--- src/rtl/seq_multiplier.sv ---
// seq_multiplier: iterative shift-add multiplier with valid/ready on both sides.
// Each BUSY cycle retires RADIX_BITS bits of the multiplier, so a result takes
// ITER = WIDTH/RADIX_BITS compute cycles. Signed mode multiplies magnitudes
// and negates the final sum when the operand signs differ.
//
// Ports:
//   clk, rst_n            clock, async active-low reset
//   in_valid / in_ready   operand beat handshake (a, b, signed_mode)
//   out_valid / out_ready product handshake (product, 2*WIDTH bits)
//   busy                  high while an operation is in flight or unclaimed
module seq_multiplier #(
  parameter int WIDTH      = 32,
  parameter int RADIX_BITS = 4
) (
  input  logic                 clk,
  input  logic                 rst_n,
  input  logic                 in_valid,
  output logic                 in_ready,
  input  logic [WIDTH-1:0]     a,
  input  logic [WIDTH-1:0]     b,
  input  logic                 signed_mode,
  output logic                 out_valid,
  input  logic                 out_ready,
  output logic [2*WIDTH-1:0]   product,
  output logic                 busy
);
  localparam int ITER = WIDTH / RADIX_BITS;
  localparam int PW   = 2 * WIDTH;
  localparam int CW   = (ITER > 1) ? $clog2(ITER) : 1;
  localparam logic [CW-1:0] LAST = CW'(ITER - 1);

  typedef enum logic [1:0] {IDLE, BUSY, DONE} state_t;
  state_t state, state_nxt;

  // a_sh carries a_mag << (cnt*RADIX_BITS); b_sh carries the not-yet-retired
  // multiplier bits in its low end. Shifting both avoids a variable part-select.
  logic [PW-1:0]                  a_sh;
  logic [WIDTH-1:0]               b_sh;
  logic                           neg;
  logic [PW-1:0]                  acc;
  logic [CW-1:0]                  cnt;
  logic [WIDTH-1:0]               a_abs, b_abs;
  logic [RADIX_BITS-1:0][PW-1:0]  pp;
  logic [PW-1:0]                  step, acc_nxt;
  logic                           last;

  // Magnitudes: -(-2^(WIDTH-1)) wraps to 2^(WIDTH-1), which is the correct
  // unsigned magnitude, so no extra bit is needed.
  assign a_abs = (signed_mode && a[WIDTH-1]) ? -a : a;
  assign b_abs = (signed_mode && b[WIDTH-1]) ? -b : b;
  assign last  = (cnt == LAST);

  // Partial products for this digit: one gated, shifted copy of a per bit.
  for (genvar i = 0; i < RADIX_BITS; i++) begin : g_pp
    assign pp[i] = b_sh[i] ? (a_sh << i) : '0;
  end

  always_comb begin
    step = '0;
    for (int i = 0; i < RADIX_BITS; i++) step = step + pp[i];
  end

  assign acc_nxt = acc + step;

  always_ff @(posedge clk or negedge rst_n) begin
    if (!rst_n) state <= IDLE;
    else        state <= state_nxt;
  end

  always_comb begin
    state_nxt = state;
    unique case (state)
      IDLE:    if (in_valid)  state_nxt = BUSY;
      BUSY:    if (last)      state_nxt = DONE;
      DONE:    if (out_ready) state_nxt = IDLE;
      default:                state_nxt = IDLE;
    endcase
  end

  always_ff @(posedge clk or negedge rst_n) begin
    if (!rst_n) begin
      a_sh    <= '0;
      b_sh    <= '0;
      neg     <= 1'b0;
      acc     <= '0;
      cnt     <= '0;
      product <= '0;
    end else begin
      unique case (state)
        IDLE: if (in_valid) begin
          a_sh <= PW'(a_abs);
          b_sh <= b_abs;
          neg  <= signed_mode & (a[WIDTH-1] ^ b[WIDTH-1]);
          acc  <= '0;
          cnt  <= '0;
        end
        BUSY: begin
          acc  <= acc_nxt;
          a_sh <= a_sh << RADIX_BITS;
          b_sh <= b_sh >> RADIX_BITS;
          // Counter parks at ITER-1; it only restarts on the next capture.
          if (last) product <= neg ? -acc_nxt : acc_nxt;
          else      cnt     <= cnt + CW'(1);
        end
        default: ;
      endcase
    end
  end

  assign in_ready  = (state == IDLE);
  assign out_valid = (state == DONE);
  assign busy      = (state != IDLE);

endmodule

--- config.mk ---
export PLATFORM = sky130hd
export DESIGN_NAME = seq_multiplier
export DESIGN_NICKNAME = d
export VERILOG_FILES = /design/src/rtl/seq_multiplier.sv
export SDC_FILE = /design/constraint.sdc
export NUM_CORES = 1
export LEC_CHECK = 0
export BUFFER_PORTS_ARGS = -buffer_cell sky130_fd_sc_hd__buf_2
export CAP_MARGIN = 5
export CORE_UTILIZATION = 55
export CTS_BUF_LIST = sky130_fd_sc_hd__clkbuf_8
export CTS_CLUSTER_SIZE = 30
export DETAILED_ROUTE_END_ITERATION = 8
export PLACE_DENSITY = 0.73
export SYNTH_ARGS = -nofsm -noshare
export SYNTH_HDL_FRONTEND = slang
export SYNTH_SLANG_ARGS = --single-unit
--- constraint.sdc ---
create_clock -name clk -period 7.57 [get_ports clk]
set_clock_uncertainty 0.2 [all_clocks]
set_input_delay 0.3785 -clock clk [delete_from_list [all_inputs] [get_ports clk]]
set_output_delay 0.3785 -clock clk [all_outputs]
set_load 0.01 [all_outputs]
; ---- Word-level counts from Yosys, hierarchy flattened
; Cells that the tools add are included.
[word_totals]
romBits = 0
n_memories = 0
regBits = 230
ram_bits = 0
word_cells = 54
latchBits = 0
[classes]
mul = 0
shifts = 0
n_div = 0
order_cmp = 0
n_reduce_logical = 10
n_bitwise = 2
n_eq_ne = 7
mux = 20
add_sub_neg = 8
[op_table]
columns = cell, n
row1 = $mux W64, 7
row2 = $add A64 B64 Y64, 4
row3 = $pmux W64 S2, 2
row4 = $mux W32, 3
row5 = $neg A32 Y32, 2
row6 = $neg A64 Y64, 1
row7 = $pmux W32 S2, 1
row8 = $mux W2, 3
row9 = $mux W3, 2
row10 = $ne A2 B2 Y1 const B, 3
row11 = $pmux W2 S3, 1
row12 = $pmux W3 S2, 1
row13 = $reduce_and A2 Y1, 3
row14 = $reduce_and A3 Y1, 2
row15 = $reduce_bool A2 Y1, 2
row16 = $add A3 B1 Y3 const B, 1
row17 = $eq A3 B3 Y1 const B, 1
row18 = $eq A2 B1 Y1 const B, 1
row19 = $eq A2 B2 Y1 const B, 1
row20 = $logic_and A1 B1 Y1, 2
row21 = $logic_not A2 Y1, 1
row22 = $ne A2 B1 Y1 const B, 1
row23 = $and A1 B1 Y1, 1
row24 = $xor A1 B1 Y1, 1

; ---- Depth between registers and ports, before layout
; Gate-level depths: netlist of the first run.
[depth]
ltp_word = 7
depth_mapped = 25
depth_no_buf = 22

; ---- Worst setup path before layout of the first run
; Ideal clock, no wire load.
[synth_timing]
path_type = reg2reg
from = register b_sh[0]
to = register product[63]
slack_ns = 1.126
arrival_time_ns = 6.114
setup_time_ns = 0.129
n_path_buf = 3
stages_incl_launch_ff = 26
cell_sequence = dfrtp_1 -> clkbuf_1 -> clkbuf_1 -> nand2_1 -> fa_1 -> inv_1 -> fa_1 -> inv_1 -> fa_1 -> inv_1 -> ha_1 -> inv_1 -> fa_1 -> nand2b_1 -> a21o_1 -> a211oi_1 -> nor2_1 -> xnor2_1 -> or3_1 -> or4b_1 -> buf_2 -> nor3_1 -> nand4b_2 -> o41ai_2 -> xor2_1 -> o21ai_1
[synth_between]
elab_chain_cells = 7
[synth_lines]
columns = element, line
row1 = "start, declared", 38  ; logic [WIDTH-1:0] b_sh;
row2 = "start signal, assigned", 92  ; b_sh <= b_abs;
row3 = "start signal, assigned", 100  ; b_sh <= b_sh >> RADIX_BITS;
row4 = $mux W64 (*), 55  ; assign pp[i] = b_sh[i] ? (a_sh << i) : '0;
row5 = $add A64 B64 Y64 (*) (3 in a row), 60  ; for (int i = 0; i < RADIX_BITS; i++) step = step + pp[i];
row6 = $add A64 B64 Y64 (*), 63  ; assign acc_nxt = acc + step;
row7 = $neg A64 Y64, 102  ; if (last) product <= neg ? -acc_nxt : acc_nxt;
row8 = $mux W64 (*), 102
row9 = "end signal, assigned", 102
row10 = "end, declared", 24  ; output logic [2*WIDTH-1:0] product,
; Mark *: on every way between the ends. The rest lies on a longest branch, timed or not.
; A chain may end at the register's enable or synchronous reset.

; ---- Worst setup path after layout of the first run
; Ends and elaborated chain as after synthesis.

==> results of run 1 <==
final cells by class:
| cell class | count | area [µm²] |
|---|---|---|
| Clock buffer | 53 | 729 |
| Clock inverter | 22 | 135 |
| Fill cell | 3419 | 14300 |
| Inverter | 400 | 1500 |
| Multi-Input combinational cell | 1942 | 14200 |
| Sequential cell | 230 | 5770 |
| Tap cell | 518 | 648 |
| Timing Repair Buffer | 252 | 1700 |
worst max-delay path by stage:
stage	slack [ns]	cells after the start	startpoint	end
floorplan	1.13	25	b_sh[0]	product[63]
CTS	0.28	22	b_sh[0]	product[63]
global placement	0.30	22	b_sh[0]	product[63]
finish	0.37	20	b_sh[0]	product[63]
detailed placement	0.29	22	b_sh[0]	product[63]
global route	0.008	23	b_sh[0]	product[63]
layout by cell type, fill, tap and decap left out, types with 14 or more instances in the layout:
cell,Yosys,layout
nand2_1,475,473
inv_1,399,408
dfrtp_1,230,226
o21ai_0,218,217
fa_1,184,184
buf_2,8,134
nor2_1,108,106
a21oi_1,104,104
and2_1,90,90
xor2_1,87,87
xnor2_1,83,83
buf_4,0,69
ha_1,68,68
clkbuf_8,0,53
o21ai_1,52,52
dlygate4sd3_1,0,46
a22oi_1,41,41
a22o_1,38,38
o31ai_1,33,33
nand4_1,33,33
nor3_1,32,32
o22ai_1,30,30
nand3_1,24,24
a21o_1,21,21
or3_1,17,17
a211oi_1,14,14
o211ai_1,14,14
metal layers:
metal,share of wire [%],vias up,GRT usage [%]
met2,47,689,56.9
met5,0,-,0
met1,43,9872,47.5
li1,-,9248,-
met3,6.1,128,4.90
met4,3.7,0,14.2
repair_timing:
item | CTS | global route
endpoints found under the setup margin | 0 | 15
hold endpoints to repair | 145 | 0
resized for setup | 0 | 4
hold buffers | 46 | 0
flip-flops by register name (all words and copies together), names as in the netlist:
name	flops
neg	1
state	2
b_sh	32
cnt	3
a_sh	64
product	64
acc	64
worst reg2reg max path, delay by kind of cell (launching register included):
family | cells | cell delay (ns)
DFF | 1 | 0.65
buffers and inverters | 3 | 0.17
AOI/OAI and AO/OA | 7 | 1.81
adders and majority gates | 4 | 2.03
and+or+nand+nor | 4 | 1.82
xor gates and xnor gates | 2 | 0.41
cells by family after synthesis:
family,after synthesis
buffers and inverters,536
and+or+nand+nor,854
muxes,6
adders and majority gates,252
DFF,230
AOI/OAI and AO/OA,660
xor gates and xnor gates,170
through the flow:
stage          instance area, µm²  instances
2_1_floorplan               22000       2708
3_3_place_gp                23400       3296
3_5_place_dp                23400       3296
4_1_cts                     24700       3417
5_1_grt                     24700       3417
6_report                    24700       3417
==> impl_metrics.tcl, run 1 <==
set metrics [dict create \
    status "completed" \
    synthDominantCellAreaShare_pct 26.2 \
    slowest_stage "dfrtp_4" \
    ys_seq_area_share_pct 26.2 \
    critPathKind "flop to flop" \
    syn_to_final_growth_pct 12.5 \
    path_delay_family "adder cells" \
    yosys.cell_count.top_type "nand2_1" \
    ys_warn_count 0 \
    reg2reg_slack_ns 0.37 \
    synth_common_cells "nand2_1, inv_1, dfrtp_1" \
    drv_cap 0 \
    timing.max_slew.rel_slack_pct 32.3 \
    antenna_found_initial 0 \
    die_h_um 202 \
    setup_tns_ns 0 \
    fmax_ghz 0.139 \
    critical_path_required_ns 7.88 \
    wl_per_cell_um 20.4 \
    grt_pass1_vias 20200 \
    drt_iter0_drc 1540 \
    r2r-end "product[63]" \
    async_reset_ff_share_pct 100 \
    hp-start "a[13]" \
    ys.flop_type "dfrtp_1" \
    synth_top_area_cell "dfrtp_1" \
    post-cts-setup-buffer-count 0 \
    vias 19900 \
    endpoint_kind "flop" \
    drv_slew 0 \
    finalHoldViolations 0 \
    grt.overflow.total 0 \
    synth_top_family_by_area "adder cells" \
    clock_sinks 230 \
    hp-class "input pin to flop" \
    antenna_cells 0 \
    ys_ff_latch 230 \
    io_buffers 135 \
    drc 0 \
    whs_ns 0.0249 \
    die-width_um 202 \
    drt_pass1_iterations 6 \
    synth_fa_ha_area_share_pct 20.6 \
    synth_xor_area_share_pct 6.77 \
    fin_crit_ns 7.20 \
    cts_inserted_buffers 43 \
    coreArea_um2 39000 \
    reg2reg_from "b_sh[0]" \
    path_cells "nand2_1 -> fa_1 -> inv_1 -> fa_1 -> inv_1 -> fa_1 -> inv_1 -> ha_1 -> a21oi_1 -> o21ai_1 -> a21o_1 -> o31a_1 -> nor3b_1 -> o21ai_0 -> xor2_1 -> or4_1 -> nand4b_2 -> o41ai_2 -> xor2_1 -> o21ai_1" \
    synth_mux_area_share_pct 0.296 \
    min_path_cells 4 \
    synth_edf_count 0 \
    num_rows 72 \
    cts.clk_slew.worst_paths_ns 0.06 \
    via_per_inst 5.83 \
    crit_path_max_incr_delay_ns 0.65 \
    crit_arrival_ns 7.51 \
    ant_nets 0 \
    tightestPinTransition_ns 1.01 \
    gp_congestion 1.02 \
    fin_util_pct 63.4 \
    hold_end "a_sh[13]" \
    start_util_pct 56.3 \
    cp_max_fo 26 \
    syn_nets 3029 \
    track_usage_pct 35.1 \
    ios 136 \
    grt_start_max_net_pins 107 \
    synth_area_um2 22000 \
    yosys.area_share.simple_pct 17.8 \
    clock_latency_ns 0.65 \
    finalWirelength_um 69600 \
    cts-root-buf "clkbuf_8" \
    grt_pass1_wl_um 113000 \
    dp_hpwl_um 53300 \
    rsz0062_at_grt "no" \
    fin_nets 3190 \
    avgSynthCellArea_um2 8.12 \
    finalCritPeriodShare_pct 95.1 \
    drive_above_1_share_pct 11.2 \
    cts.path.max_buffers 3 \
    synth-compound-area-share_pct 19.0 \
    worst_slack_ns 0.371 \
    worst-path-buf-inv 3 \
    worstSetupStartpointType "flop" \
    cts_tree "done" \
    synth_cell_types 84 \
    cts_htree_levels 2 \
    synthTopCellsByArea "dfrtp_1, fa_1, nand2_1" \
    reg2regPathDepth 20 \
    setup_viol_count_final 0 \
    post-place-ws_ns 0.292 \
    die_area_um2 40800 \
    synth_cells 2708 \
]
Power of run 1 is not shown: default switching activity piles up to over one toggle a cycle in this logic, so the estimate is an artifact.
==> run 2: changes to the inputs <==
- GPL_TIMING_DRIVEN: not set -> 0
==> impl_metrics.tcl, run 2 (same netlist as run 1, synthesis figures left out) <==
set metrics [dict create \
    crit_arrival_ns 7.77 \
    tightestPinTransition_ns 1.18 \
    grt_start_max_net_pins 83 \
    fin_crit_ns 7.43 \
    reg2reg_from "b_sh[0]" \
    fin_nets 3265 \
    whs_ns 0.0268 \
    die-width_um 202 \
    fill_cells 3359 \
    hold_end "a_sh[24]" \
    antenna_found_initial 0 \
    cp_max_fo 11 \
    fmax_ghz 0.135 \
    top_regs "a_sh (64), acc (64), product (64)" \
    hp-start "a[24]" \
    syn_to_final_growth_pct 14.3 \
    vias 20600 \
    ios 136 \
    reg2reg_slack_ns 0.14 \
    num_rows 72 \
    cts_htree_levels 2 \
    setup_viol_count_final 0 \
    die_area_um2 40800 \
    via_per_inst 5.89 \
    drt_pass1_iterations 6 \
    drv_cap 0 \
    die_h_um 202 \
    r2r-end "product[63]" \
    start_util_pct 56.3 \
    cts.path.max_buffers 3 \
    drt_iter0_drc 1928 \
    multi_input_area_um2 14400 \
    ant_nets 0 \
    status "completed" \
    final-seq-area_um2 5760 \
    track_usage_pct 36.0 \
    critPathKind "flop to flop" \
    grt_pass1_wl_um 114000 \
    min_path_cells 4 \
    grt_pass1_vias 20600 \
    finalHoldViolations 0 \
    finalWirelength_um 72300 \
    gp_congestion 0.995 \
    cts_tree "done" \
    coreArea_um2 39000 \
    layout_commonest_cell "nand2_1" \
    final_cell_mix "nand2_1, inv_1, dfrtp_1, o21ai_0, fa_1" \
    reg2regPathDepth 22 \
    clock_latency_ns 0.67 \
    dp_hpwl_um 57000 \
    cts-root-buf "clkbuf_8" \
    wl_per_cell_um 20.7 \
    io_buffers 135 \
    hp-class "input pin to flop" \
    endpoint_kind "flop" \
    cts_inserted_buffers 44 \
    drv_slew 0 \
    finalCritPeriodShare_pct 98.1 \
    cts.clk_slew.worst_paths_ns 0.06 \
    timing.max_slew.rel_slack_pct 21.4 \
    grt.overflow.total 0 \
    drive_above_1_share_pct 10.2 \
    critical_path_required_ns 7.91 \
    clock_sinks 230 \
    worstSetupStartpointType "flop" \
    antenna_cells 0 \
    drc 0 \
]
==> run 2: cell count changes in the layout (fill, tap and decap cells not counted), moves of 4 or more <==
cell / change
nor3_1: -6
buf_2: +9
clkinv_2: -4
clkbuf_1: +102
clkbuf_2: +7
dlygate4sd3_1: +7
clkbuf_4: +4
buf_4: -62
buf_1: +5
==> run 2: worst max path at each step <==
stage                        from           to  slack [ns]  depth (start not counted)
after floorplan           b_sh[0]  product[63]        1.13                         25
after global placement    b_sh[0]  product[63]       -1.53                         25
after detailed placement  b_sh[0]  product[60]       -1.14                         22
after CTS                 b_sh[0]  product[60]       -0.12                         22
after global routing      b_sh[0]  product[58]      -0.005                         24
final                     b_sh[0]  product[63]        0.14                         22
==> run 2: cell type report <==
class / count / share of cell area, %
repair buffers: 198 / 5.29
flip-flops and latches: 230 / 22.9
inverters: 400 / 5.98
multi-input cells: 1942 / 57.2
well taps: 518 / 2.58
plain buffers: 128 / 2.11
clock buffers: 56 / 3.07
clock inverters: 23 / 0.807
==> run 2: layer usage <==
layer	track usage, %	wire length (µm)	up-vias
met5	0	0	-
met4	18.6	3750	0
met3	5.14	5080	193
met2	57.1	33400	876
met1	48.1	30000	10100
li1	-	-	9422
==> run 2: through the flow <==
| stage | utilization (%) | setup WS [ns] | setup TNS, ns | std cells | instance area [µm²] |
|---|---|---|---|---|---|
| finish | 64.4 | 0.141 | 0 | 3495 | 25100 |
| global route | 64.4 | -0.00475 | -0.00551 | 3495 | 25100 |
| CTS | 64.0 | -0.116 | -0.220 | 3495 | 25000 |
| detailed placement | 59.9 | -1.14 | -20.29 | 3364 | 23400 |
| global placement | 59.7 | -1.53 | -23.07 | 3361 | 23300 |
| floorplan | - | 1.13 | 0 | 2708 | 22000 |
==> run 2: what timing repair did <==
item / CTS / global route
buffers inserted: 1 / 6
endpoints found under the setup margin: 38 / 28
hold buffers: 53 / 0
pin swaps: 2 / 6
resized for setup: 21 / 41
hold endpoints to repair: 180 / 0
==> run 2: worst max-delay path, stage by stage (launching register included) <==
cell and delay, ns:
dfrtp_4 0.56, clkbuf_2 0.30, nand2_1 0.11, fa_1 0.52
inv_1 0.06, fa_1 0.53, inv_1 0.06, fa_1 0.53
inv_1 0.04, ha_1 0.26, clkbuf_1 0.43, and4_1 0.26
clkbuf_1 0.31, o2111a_1 0.25, o31a_1 0.19, nor3b_2 0.10
o21ai_0 0.35, xor2_1 0.34, or4_1 0.66, nand4b_4 0.36
o41ai_2 0.46, xor2_2 0.32, o21ai_1 0.09
Power of run 2 is left out for the same reason.
